**src/rtl/commutation_sequencer.sv**
```systemverilog
// commutation_sequencer: six-step BLDC commutation from filtered hall inputs,
// with deadtime on every pattern change and sticky fault supervision.
module commutation_sequencer #(
    parameter int FILTER_CYCLES   = 4,
    parameter int DEADTIME_CYCLES = 8,
    parameter int STALL_CYCLES    = 50000
) (
    input  logic        clock,
    input  logic        reset,
    input  logic        enable,
    input  logic        direction,
    input  logic        clear_fault,
    input  logic [2:0]  h,
    output logic [2:0]  u,
    output logic [2:0]  z,
    output logic        fault,
    output logic [1:0]  fault_code,
    output logic [15:0] step_count
);
    typedef enum logic [1:0] {IDLE, DEADTIME, RUN, FAULT} state_t;
    state_t      state;
    logic [2:0]  s1, s2, cand, hall, prev;
    logic [7:0]  cnt, dt, n;
    logic [19:0] st;
    logic        dir_q, valid, chg, fwd, rev, skip, bad, stall;

    function automatic logic [2:0] idx(input logic [2:0] x);
        return x == 3'b101 ? 3'd0 : x == 3'b100 ? 3'd1 : x == 3'b110 ? 3'd2 :
               x == 3'b010 ? 3'd3 : x == 3'b011 ? 3'd4 : 3'd5;
    endfunction

    function automatic logic [2:0] nx(input logic [2:0] i);
        return i == 3'd5 ? 3'd0 : i + 3'd1;
    endfunction

    // {u,z}; reverse drives high whatever forward drives low
    function automatic logic [5:0] pattern(input logic [2:0] x, input logic d);
        logic [5:0] f;
        f = x == 3'b101 ? 6'b100_001 : x == 3'b100 ? 6'b100_010 : x == 3'b110 ? 6'b010_100 :
            x == 3'b010 ? 6'b010_001 : x == 3'b011 ? 6'b001_010 : 6'b001_100;
        return d ? {~(f[5:3] | f[2:0]), f[2:0]} : f;
    endfunction

    always_comb begin
        n     = s2 != cand ? 8'd1 : cnt == 8'hff ? cnt : cnt + 8'd1;
        valid = hall != 3'b000 && hall != 3'b111;
        chg   = hall != prev;
        fwd   = idx(hall) == nx(idx(prev));
        rev   = idx(prev) == nx(idx(hall));
        skip  = chg && valid && !fwd && !rev && (state == DEADTIME || state == RUN);
        bad   = !valid && !(state == IDLE && !enable);
        stall = state == RUN && st + 20'd1 == 20'(STALL_CYCLES);
    end

    always_ff @(posedge clock or posedge reset) begin
        if (reset) begin
            s1   <= '0;
            s2   <= '0;
            cand <= '0;
            cnt  <= '0;
            hall <= '0;
        end else begin
            s1   <= h;
            s2   <= s1;
            cand <= s2;
            cnt  <= n;
            if (n >= 8'(FILTER_CYCLES))
                hall <= s2;
        end
    end

    // priority: invalid hall > skipped step > stall > clear_fault > enable=0 > change
    always_ff @(posedge clock or posedge reset) begin
        if (reset) begin
            state      <= IDLE;
            {u, z}     <= 6'b000_111;
            fault      <= 1'b0;
            fault_code <= 2'b00;
            step_count <= '0;
            dt         <= '0;
            st         <= '0;
            dir_q      <= 1'b0;
            prev       <= '0;
        end else begin
            prev <= hall;
            dt   <= '0;
            st   <= '0;
            if (state == FAULT) begin
                if (clear_fault && valid) begin
                    state      <= IDLE;
                    fault      <= 1'b0;
                    fault_code <= 2'b00;
                end
            end else if (bad || skip || stall) begin
                state      <= FAULT;
                fault      <= 1'b1;
                fault_code <= bad ? 2'b01 : skip ? 2'b11 : 2'b10;
                {u, z}     <= 6'b000_111;
            end else if (!enable || state == IDLE) begin
                state  <= enable ? DEADTIME : IDLE;
                {u, z} <= 6'b000_111;
            end else if (chg || (state == RUN && direction != dir_q)) begin
                state      <= DEADTIME;
                {u, z}     <= 6'b000_111;
                step_count <= chg ? step_count + (fwd ? 16'd1 : 16'hffff) : step_count;
            end else if (state == RUN) begin
                st <= st + 20'd1;
            end else if (dt == 8'(DEADTIME_CYCLES - 1)) begin
                state  <= RUN;
                {u, z} <= pattern(hall, direction);
                dir_q  <= direction;
            end else begin
                dt <= dt + 8'd1;
            end
        end
    end
endmodule

```
**config.mk**
```make
export PLATFORM = sky130hd
export DESIGN_NAME = commutation_sequencer
export DESIGN_NICKNAME = d
export VERILOG_FILES = /design/src/rtl/commutation_sequencer.sv
export SDC_FILE = /design/constraint.sdc
export NUM_CORES = 1
export LEC_CHECK = 0
export ABC_CLOCK_PERIOD_IN_PS = 3600
export BUFFER_PORTS_ARGS = -buffer_cell sky130_fd_sc_hd__clkbuf_2
export CAP_MARGIN = 0
export CORE_MARGIN = 4
export CORE_UTILIZATION = 50
export CTS_CLUSTER_SIZE = 10
export DETAILED_ROUTE_END_ITERATION = 16
export PLACE_DENSITY = 0.68
export REMOVE_ABC_BUFFERS = 1
export SLEW_MARGIN = 15
export SYNTH_ARGS = -nofsm -noshare
export SYNTH_HDL_FRONTEND = slang
export SYNTH_SLANG_ARGS = --single-unit
```
**constraint.sdc**
```tcl
create_clock -name clock -period 3.6 [get_ports clock]
set_input_delay 0.72 -clock clock [delete_from_list [all_inputs] [get_ports clock]]
set_output_delay 0.72 -clock clock [all_outputs]
set_load 0.02 [all_outputs]
```
-- Word level (Yosys, flattened, before mapping)
Cells that the tools add are included.
- register bits after elaboration: 79
- bits in latches: 0
- RAM bits: 0
- bits in read-only memories: 0
- input port bits: 8
- output and inout bits: 25
- word-level logic and storage cells: 143
- memories kept: 0
- $add $sub $neg: 6
- $mul: 0
- divide/modulo/power cells: 0
- $lt $le $gt $ge: 1
- equal/unequal tests: 27
- shift-type cells: 0
- muxes and demuxes: 57
- bitwise operators: 7
- reductions and logical operators: 30
- operators with widths (kind ; number):
    20-bit 2-to-1 mux ; 5
    8-bit 2-to-1 mux ; 8
    3-bit 2-to-1 mux ; 21
    3-bit == test, second input constant ; 8
    20-bit by 1-bit adder with 20-bit output, second input constant ; 1
    20-bit by 16-bit == test with 1-bit output, second input constant ; 1
    2-bit 2-to-1 mux ; 10
    6-bit 2-to-1 mux ; 3
    16-bit adder ; 1
    8-bit by 1-bit adder with 8-bit output, second input constant ; 2
    16-bit 2-to-1 mux ; 1
    3-bit by 2-bit == test with 1-bit output, second input constant ; 4
    1-bit logical AND ; 10
    5-bit 2-to-1 mux ; 2
    8-bit by 3-bit == test with 1-bit output, second input constant ; 1
    8-bit == test, second input constant ; 1
    8-bit by 3-bit greater-or-equal comparator with 1-bit output, second input constant ; 1
    1-bit 2-to-1 mux ; 7
    3-bit by 1-bit adder with 3-bit output, second input constant ; 2
    3-bit == test ; 2
    3-bit != test ; 2
    3-bit AND reduction ; 2
    6-bit AND reduction ; 1
    1-bit logical NOT ; 5
    other kinds (18) ; 27

-- Logic depth before layout (Yosys ltp)
Gate-level depths: netlist (run 1).
- depth after elaboration: 17
- mapped depth: 15
- mapped depth without buffers: 14

-- Worst setup path after synthesis (run 1)
OpenSTA, ideal clock, no wires.
- path type: reg-to-reg
- from: reg prev[2]
- to: reg step_count[14]
- data arrival time: 3822 ps
- setup slack: -348 ps
- stages on the path, launching flop included: 16
- buffers on the path: 1
- clock period less this slack: 3948 ps
- cells stage by stage: dfrtp_1 buf_1 xnor2_1 o22ai_1 o21a_1 a31oi_1 inv_1 fa_1 nor2b_1 o31a_1 o211ai_1 nand3_1 o311ai_0 o311ai_0 mux2i_1 a21oi_1
- word-level cells in the longest chain between the ends: 17
- RTL lines (element ; RTL line ; RTL):
    start: declaration ; 22 ; logic [2:0] s1, s2, cand, hall, prev;
    start signal: assignment ; 85 ; prev <= hall;
    branches (longest 17 deep; another with 16-bit adder) ; n/a ;
    end signal: assignment ; 105 ; step_count <= chg ? step_count + (fwd ? 16'd1 : 16'hffff) : step_count;
    end: declaration ; 18 ; output logic [15:0] step_count
Parallel ways; which one is timed is not known.
A chain may end at the register's enable or synchronous reset.

-- Worst setup path after layout (run 1)
- from: reg hall[0]
- to: reg step_count[15]
- word-level cells in the longest chain between the ends: 16
- RTL lines (element ; RTL line ; RTL):
    start: declaration ; 22 ;
    start signal: assignment ; 61 ; hall <= '0;
    start signal: assignment ; 68 ; hall <= s2;
    3-bit by 2-bit == test with 1-bit output ; 29 ; x == 3'b010 ? 3'd3 : x == 3'b011 ? 3'd4 : 3'd5;
    1-bit 2-to-1 mux ; 29 ;
    3-bit 2-to-1 mux ; 29 ;
    3-bit 2-to-1 mux (3 in a row) ; 28 ; return x == 3'b101 ? 3'd0 : x == 3'b100 ? 3'd1 : x == 3'b110 ? 3'd2 :
    3-bit by 1-bit adder with 3-bit output or 3-bit == test (tied branches) ; 33 ; return i == 3'd5 ? 3'd0 : i + 3'd1;
    3-bit 2-to-1 mux ; 33 ;
    3-bit == test ; 49 ; rev = idx(prev) == nx(idx(hall));
    1-bit logical NOT ; 50 ; skip = chg && valid && !fwd && !rev && (state == DEADTIME || state == RUN);
    1-bit logical AND (2 in a row) ; 50 ;
    1-bit logical OR (2 in a row) ; 94 ; end else if (bad || skip || stall) begin
    1-bit inverter (no source line) ; n/a ;
    5-bit AND reduction (no source line) ; n/a ;
Several ways; a longest one is shown, not always the timed one.

==> results by stage, run 1 <==
Power:
- Summed over all cells, the static leakage comes to 2.30 nW.
- The overall power of the completed layout is 4.16 mW.
- Net switching is 45.3% of the power.
- The proportion of power drawn by the clock network is 14.8%.
- The internal power component is 2.28 mW.
- The power density of the placed cells is 772 mW/mm^2.
- The part of the total power dissipated in combinational logic is 56.4%.
- The net switching component of the power is 1.89 mW.
- In this run, flip-flops and latches consume 28.8% of the power.
- The highest ir drop seen on vdd is 0.541 mV.

Final layout:
- The number of cells in the finished layout apart from fillers is 661.
- Leaving out fill and tap cells, the most frequent cells in the layout are dfrtp_1 (75), nand2_1 (39), clkbuf_2 (32).
- Leaving out fill and tap cells, the most frequent cell in the layout is dfrtp_1.
- The synthesis-to-finish area growth is 11.3%.
- 0 antenna diodes ended up in the layout.
- After the last flow step, the layout net total stands at 559.
- The final standard cell utilization of the core is 57.8%.
- The fraction of layout cells with a size suffix above 1 is 22.0%.

Synth:
- The post-synthesis async set-or-reset flop share is 100%.
- The distinct cell type count of the synthesized netlist is 70.
- Sorting the synthesized cells by area gives the leading types as dfrtp_1 (39%), ha_1 (5.9%), xnor2_1 (4.9%).
- The area share of the largest cell type after synthesis is 39.3%.
- The average instance in the mapped netlist occupies 9.89 sq um.
- Sequential elements use 40.9% of the synthesized area.
- Counting flops with a built-in enable in the synthesized netlist gives 0.
- After synthesis the netlist holds a flip-flop and latch count of 79.
- In the synthesized netlist the dominant register cell turns out to be dfrtp_1.
- The total of warnings raised by yosys is 0.
- The mapped netlist covers 0.00484 sq mm.
- The most area-hungry cell type in the Yosys netlist is dfrtp_1.
- The number of standard cells after synthesis is 490.

Timing:
- The final critical delay including setup and external delays is 3400 ps.
- Across the routed clock network, the largest skew measured is 7.86 ps.
- The number of endpoints failing setup at the final stage is 0.
- The final count of hold timing violations is 0.
- Setup repair after global routing could not meet its margin everywhere.
- Setup total negative slack on the finished layout was measured at 0 ps.
- The highest clock rate is 294 MHz.
- The number of max-slew violations in the final report is 0.
- The post-route fraction of the period consumed by the critical path is 94.5%.
- At the pin with the least slew margin, the transition time is 1090 ps.
- Measured against its own limit, the worst slew margin works out to 27.2%.

Worst setup path:
- The worst setup path is launched from a flip-flop.
- The buffers plus inverters on the worst setup path is 1.
- The setup path with the least slack is of type reg2reg.
- The slowest stage of the critical path belongs to the cell or4bb_1.
- For the worst flop-to-flop path, the logic depth is 14.
- For the worst setup path, the data required time is 3850 ps.
- Among cell families on the critical path, the largest total delay comes from compound AO/OA/AOI/OAI gates.
- In this design, the stage delay of the slowest critical-path cell is 530 ps.
- The critical path goes through or4bb_1 > a21oi_1 > o21a_1 > a31oi_2 > buf_4 > ha_1 > a211oi_2 > o211ai_1 > a31oi_2 > a21oi_1 > a221oi_2 > xnor2_1 > nor2_1 > xor2_1.
- Along the worst path, the maximum fanout reaches 6.
- The critical path runs through a total of 14 cells.
- STA classifies the critical path endpoint as a flip-flop.
- The signal arrival time at the worst endpoint is 3650 ps.

Detailed routing:
- The number of DRC violations after detailed-routing iteration 0 is 127.
- The routed design has 9740 um of wire.
- After detailed routing, the number of vias per cell comes to 5.55.
- The wire length on met1 is 4490 um.
- In this run the remaining antenna-violating nets after routing total 0.
- The routed layout has 3666 vias.
- Dividing the detail-routed wire length by the instance count gives 14.7 um.
- The highest layer used for signal routing is met4.
- The remaining design rule violation count is 0.
- The number of iterations in the first detailed-routing pass is 4.
- The met2 routed wirelength is 4800 um.
- The sum of met3 wire segment lengths after detailed routing is 289 um.

Worst hold path:
- The worst hold path belongs to the class reg2reg.
- The worst hold path passes through 0 cells.

Clocking:
- Counting every sink on the clock net gives 79.
- The largest buffer count on any clock path is 2.
- TritonCTS created 9 clock buffers.
- Clock-pin slew was measured on the worst setup and hold paths at 90 ps.
- The CTS H-tree depth is 3.
- The cell sitting at the root of the clock tree is a clkbuf_8.
- Clock latency on the worst-skew pair, taken at its later pin, is 360 ps.
- TritonCTS built the clock tree.

Floorplan:
- The starting density of the core is 51.9%.
- During I/O placement, the number of pins put on the boundary was 33.
- The core box area is 0.00933 sq mm.
- The floorplan step defined a die boundary enclosing 0.0113 sq mm.
- The die is 106 um wide.
- The floorplan has 35 rows.
- The die is 106 um tall.

Outcome:
- The flow ran to the end, and the final reports show no timing, DRC or antenna violations.

Global routing:
- Entering global routing, the biggest net connects 61 pins.
- The first global-routing pass estimated 17000 um of wire.
- The overall track demand over capacity in global routing is 18.3%.
- Global routing finished with a remaining overflow of 0.
- The number of global-route vias before repair is 3674.
- The number of antenna violations at the first check in global routing was 0.

Place:
- In this run the tool buffered the top-level ports with 32 buffer cells.
- Summed over all nets, the half-perimeter wirelength after detailed placement is 6930 um.
- After detailed placement, the design holds a cell count of 642.
- At the end of routability-driven placement, the weighted congestion stood at 0.864.

Job:
- Across the run, the number of max-cap violations was 0.
registers in the layout (all words and copies together) (netlist names), 3 cells and up:
register / flops
u: 3
st: 20
cand: 3
s1: 3
hall: 3
step_count: 16
s2: 3
z: 3
prev: 3
cnt: 8
dt: 8
repair_timing:
item	4_1_cts	5_1_grt
setup endpoints to repair	0	4
gates resized for setup	0	10
hold buffers	0	0
buffers inserted	0	2
worst paths after layout:
check | slack [ps] | from | to
worst min register to register | 350 | s1[2] | s2[2]
max in group asynchronous | 2400 | reset | st[10]
worst max-delay path | 200 | hall[0] | step_count[15]
worst max register to register | 200 | hall[0] | step_count[15]
worst min-delay path | 350 | s1[2] | s2[2]
min in group asynchronous | 470 | reset | dt[5]
kinds of logic after synthesis:
group	after synthesis	share of synthesized area, %
AO/OA/AOI/OAI	93	13.6
XOR/XNOR	52	9.40
adder cells (fa/ha/maj)	24	6.35
buffers and inverters	41	4.21
flip-flops	79	40.9
multiplexers	11	2.53
AND/OR/NAND/NOR	190	23.0
cells in the mapped netlist (3+ instances only):
| cell type | count |
|---|---|
| nor2b_1 | 3 |
| inv_1 | 18 |
| nor2_1 | 27 |
| dfstp_2 | 3 |
| nand3b_1 | 3 |
| nand2_1 | 39 |
| buf_1 | 3 |
| a31oi_1 | 5 |
| xor2_1 | 25 |
| o31ai_1 | 4 |
| o21ai_0 | 21 |
| ha_1 | 23 |
| a21oi_1 | 17 |
| clkbuf_1 | 5 |
| nor3_1 | 21 |
| buf_2 | 10 |
| a211oi_1 | 7 |
| or4_1 | 4 |
| o211ai_1 | 6 |
| or2_2 | 3 |
| dfrtp_1 | 76 |
| nand3_1 | 24 |
| buf_6 | 3 |
| a22o_1 | 3 |
| nand2b_1 | 10 |
| mux2i_1 | 4 |
| and3_1 | 11 |
| a21o_1 | 5 |
| nor4_1 | 4 |
| mux2_2 | 6 |
| xnor2_1 | 27 |
| nor3_2 | 20 |
per-layer routing:
metal	track usage [%]	vias up
met1	23.3	1783
li1	-	1826
met3	3.58	12
met4	7.31	0
met5	0	-
met2	30.7	45
metrics by stage:
| step | hold slack [ps] | setup slack, ps | instance area [sq um] |
|---|---|---|---|
| after floorplan | 331 | -343 | 4710 |
| after global placement | 332 | 147 | 5140 |
| after detailed placement | 335 | 96.8 | 5140 |
| after CTS | 357 | 50.5 | 5320 |
| after global routing | 366 | -74.8 | 5390 |
| final | 355 | 199 | 5390 |
final cells by class:
type	count	area, sq um
clock buffers	9	124
clock inverters	7	57.6
fillers	837	3940
inverters	18	70.1
multi-input cells	370	2700
flip-flops and latches	79	1980
well taps	129	161
repair buffers	49	295
power by group through the flow:
stage               sequential [mW]  clock [mW]  combinational, mW
floorplan                      1.33           0               1.52
global placement               1.20           0               2.20
CTS                            1.19       0.636               2.26
global route                   1.22       0.671               2.63
detailed placement             1.21           0               2.24
finish                         1.20       0.617               2.35
No activity file was read; power rests on OpenSTA's default activity.
==> run 2, diff against run 1 <==
Settings changed: CORE_ASPECT_RATIO set to 1.75.
==> run 2 against run 1 <==
Sequential power hardly changed. Global-route usage is 2.2 points higher. Wire length up 10%. Fmax increased by 0.53%. Clock skew decreased by 1.5 ps. Clock power rose by 45%. Count of clock-buffer cells in the layout unchanged. Hold slack got worse by 11 ps. Critical path type unchanged. Largest cell class unchanged.
==> results by stage, run 2 (synthesized netlist as in run 1, its figures left out) <==
Outcome:
- The run finished with clean final reports.

Clocking:
- The clock insertion delay at the later pin of the skew report is 350 ps (about the same).
- The largest buffer count on any clock path came to 2 (unchanged).
- The total clock buffers created by CTS came to 9 (unchanged).
- TritonCTS built the clock tree.
- The count of clock tree sinks is 79 (unchanged).
- The root cell of the clock tree is clkbuf_16.
- The hold-fix buffer count after cts is 0 (unchanged).
- The clock transition at the registers of the reported paths came to 70 ps (-20 ps).
- The CTS H-tree depth is 3 (unchanged).

Power:
- The switching share of power is 43.5% (-1.9 points).
- The register share of total power is 25.6% (-3.2 points).
- The highest ir drop seen on vdd was 0.624 mV (+15%).
- The net switching component of the power is 2.02 mW (+7.1%).
- The part of the total power dissipated in combinational logic is 55.1% (-1.3 points).
- The overall power of the completed layout is 4.65 mW (+12%).
- The proportion of power drawn by the clock network was 19.3% (+4.5 points).
- The internal power component is 2.63 mW (+15%).
- The power density of the placed cells was 834 mW/mm^2 (+7.9%).
- The leakage dissipation was 2.40 nW (+4.0%).

Global routing:
- The total global routing overflow came to 0 (unchanged).
- The first-pass GRT wire length was 18500 um (+8.8%).
- The number of antenna violations at the first check in global routing is 0 (unchanged).
- The number of global-route vias before repair is 3863 (+5.1%).
- The maximum number of pins on one net before global-route repair was 30 (-51%).
- The overall track demand over capacity in global routing is 20.5% (+2.2 points).

Timing:
- The maximum clock skew at final layout was 6.32 ps (-1.54 ps).
- The number of endpoints failing setup at the final stage is 0 (unchanged).
- The headroom to the max-slew limit is 26.4% (-0.86 points).
- The slew at the pin closest to its max-slew limit was 1100 ps (+12.8 ps).
- The worst hold slack across all endpoints is 344 ps (-10.6 ps).
- The final critical delay including setup and external delays is 3380 ps (-18.0 ps).
- The final setup TNS is 0 ps (unchanged).
- The post-route fraction of the period consumed by the critical path is 94.0% (-0.50 points).
- The number of max-slew violations in the final report is 0 (unchanged).
- The final count of hold timing violations is 0 (unchanged).
- The highest clock rate is 296 MHz (+0.53%).

Place:
- The total placed cells including tap cells is 641 (-0.16%).
- The routability-driven placement congestion ratio is 0.805 (-6.8%).
- The detailed-placement wirelength estimate was 7990 um (+15%).
- The count of input and output buffers came to 32 (unchanged).

Worst hold path:
- The sink of the worst hold path is s2[1].
- The beginning of the worst hold path is s1[1].
- The worst hold path cell count is 0 (unchanged).
- The type of the tightest min-delay check is reg2reg.

Worst setup path:
- The worst register-to-register path begins at hall[0].
- The cell count of the worst reg-to-reg path was 14 (unchanged).
- The worst setup path is captured at a flip-flop.
- The cell seen most often among critical-path stages is a21oi_1.
- The buffers plus inverters on the worst setup path is 2 (+1).
- The largest stage delay on the critical path was 540 ps (about the same).
- The setup slack on the worst flop-to-flop path is 220 ps (+20 ps).
- The peak fanout along the critical path is 9 (+3).
- The signal arrival time at the worst endpoint is 3610 ps (-40 ps).
- Grouping stages by cell kind, the critical path spends the most delay in compound AO/OA/AOI/OAI gates.
- The worst register-to-register path ends at step_count[15].
- The worst setup path is of the reg2reg kind.
- The startpoint type of the worst setup path is a flip-flop.
- Walking the worst path, the cells encountered are or4bb_1 > a21oi_1 > o21a_1 > a31oi_2 > buf_6 > buf_4 > ha_1 > or2_2 > a21oi_1 > a21oi_2 > a221oi_2 > xnor2_1 > nor2_1 > xor2_1.
- The required arrival time at the worst endpoint came to 3830 ps (-20 ps).
- The slowest stage cell on the critical path is or4bb_1.

Detailed routing:
- The detail-routed via count per cell is 5.73 (+3.2%).
- The remaining design rule violation count is 0 (unchanged).
- The mean routed wirelength per cell is 16.2 um (+9.9%).
- The number of iterations in the first detailed-routing pass is 4 (unchanged).
- The sum of routed wire length over all layers is 10700 um (+10%).
- The number of nets with antenna violations after detailed routing is 0 (unchanged).
- The number of DRC violations after detailed-routing iteration 0 is 243 (+91%).
- The overall via count from detail_route is 3790 (+3.4%).

Final layout:
- The fraction of layout cells with a size suffix above 1 is 23.7% (+1.7 points).
- The flip-flop count of the largest register, all copies and words added was 20 (unchanged).
- The largest registers in the layout are st x20, step_count x16.
- The final net count is 567 (+1.4%).
- The top cell types in the final layout, fill and taps aside, are dfrtp_1 (76), nand2_1 (39), clkbuf_2 (32).
- The number of cells in the finished layout apart from fillers is 662 (+0.15%).
- The number of inserted diodes is 0 (unchanged).
- The leading cell type in the layout, fill and taps excluded is dfrtp_1.
- The register bank with the most flops is st.
- The synthesis-to-finish area growth is 15.1%.

Floorplan:
- The chip width is 82.4 um (-23%).
- The die area is 0.0114 sq mm (+0.55%).
- The core box area is 0.00947 sq mm (+1.5%).
- The total number of placement rows is 47 (+34%).
- The starting density of the core is 51.2% (-0.77 points).
- The I/O pin count is 33 (unchanged).
- The vertical extent of the die was 138 um (+30%).

Job:
- The max-cap violation count is 0 (unchanged).
-- run 2: power groups by stage --
stage	registers [mW]	clock network (mW)	logic (mW)
finish	1.19	0.897	2.56
global placement	1.19	0	2.30
CTS	1.18	0.913	2.38
floorplan	1.33	0	1.52
global route	1.21	0.949	2.85
detailed placement	1.19	0	2.36
-- run 2: how the worst max path moves through the flow --
stage / startpoint / to / slack [ps] / depth (start not counted)
floorplan: hall[2] / step_count[14] / -340 / 14
global placement: hall[0] / step_count[15] / 120 / 14
detailed placement: hall[1] / step_count[14] / 80 / 17
CTS: hall[1] / step_count[14] / 60 / 17
global route: hall[0] / step_count[15] / -5 / 14
finish: hall[0] / step_count[15] / 220 / 14
-- run 2: cell type report --
type	count	area, sq um
fillers	825	3890
multi-input cells	370	2730
flip-flops and latches	79	1980
repair buffers	57	352
clock buffers	9	225
well taps	122	153
inverters	18	68.8
clock inverters	7	65.1
-- run 2: stage by stage --
| stage | worst slack (ps) | area, sq um | util, % |
|---|---|---|---|
| 6_report | 217 | 5580 | 58.9 |
| 5_1_grt | -4.66 | 5580 | 58.9 |
| 4_1_cts | 58.0 | 5460 | 57.7 |
| 3_5_place_dp | 80.5 | 5170 | 54.6 |
| 3_3_place_gp | 124 | 5170 | 54.6 |
| 2_1_floorplan | -343 | 4710 | - |
-- run 2: what timing repair did --
item / CTS / global route
setup endpoints to repair: 0 / 3
setup buffers: 0 / 5
resized for setup: 0 / 13
-- run 2: per-layer routing --
metal | wire length [um] | GRT usage [%]
met5 | 0 | 0
met4 | 226 | 7.53
met3 | 336 | 4.30
met2 | 6100 | 36.5
met1 | 4060 | 23.3
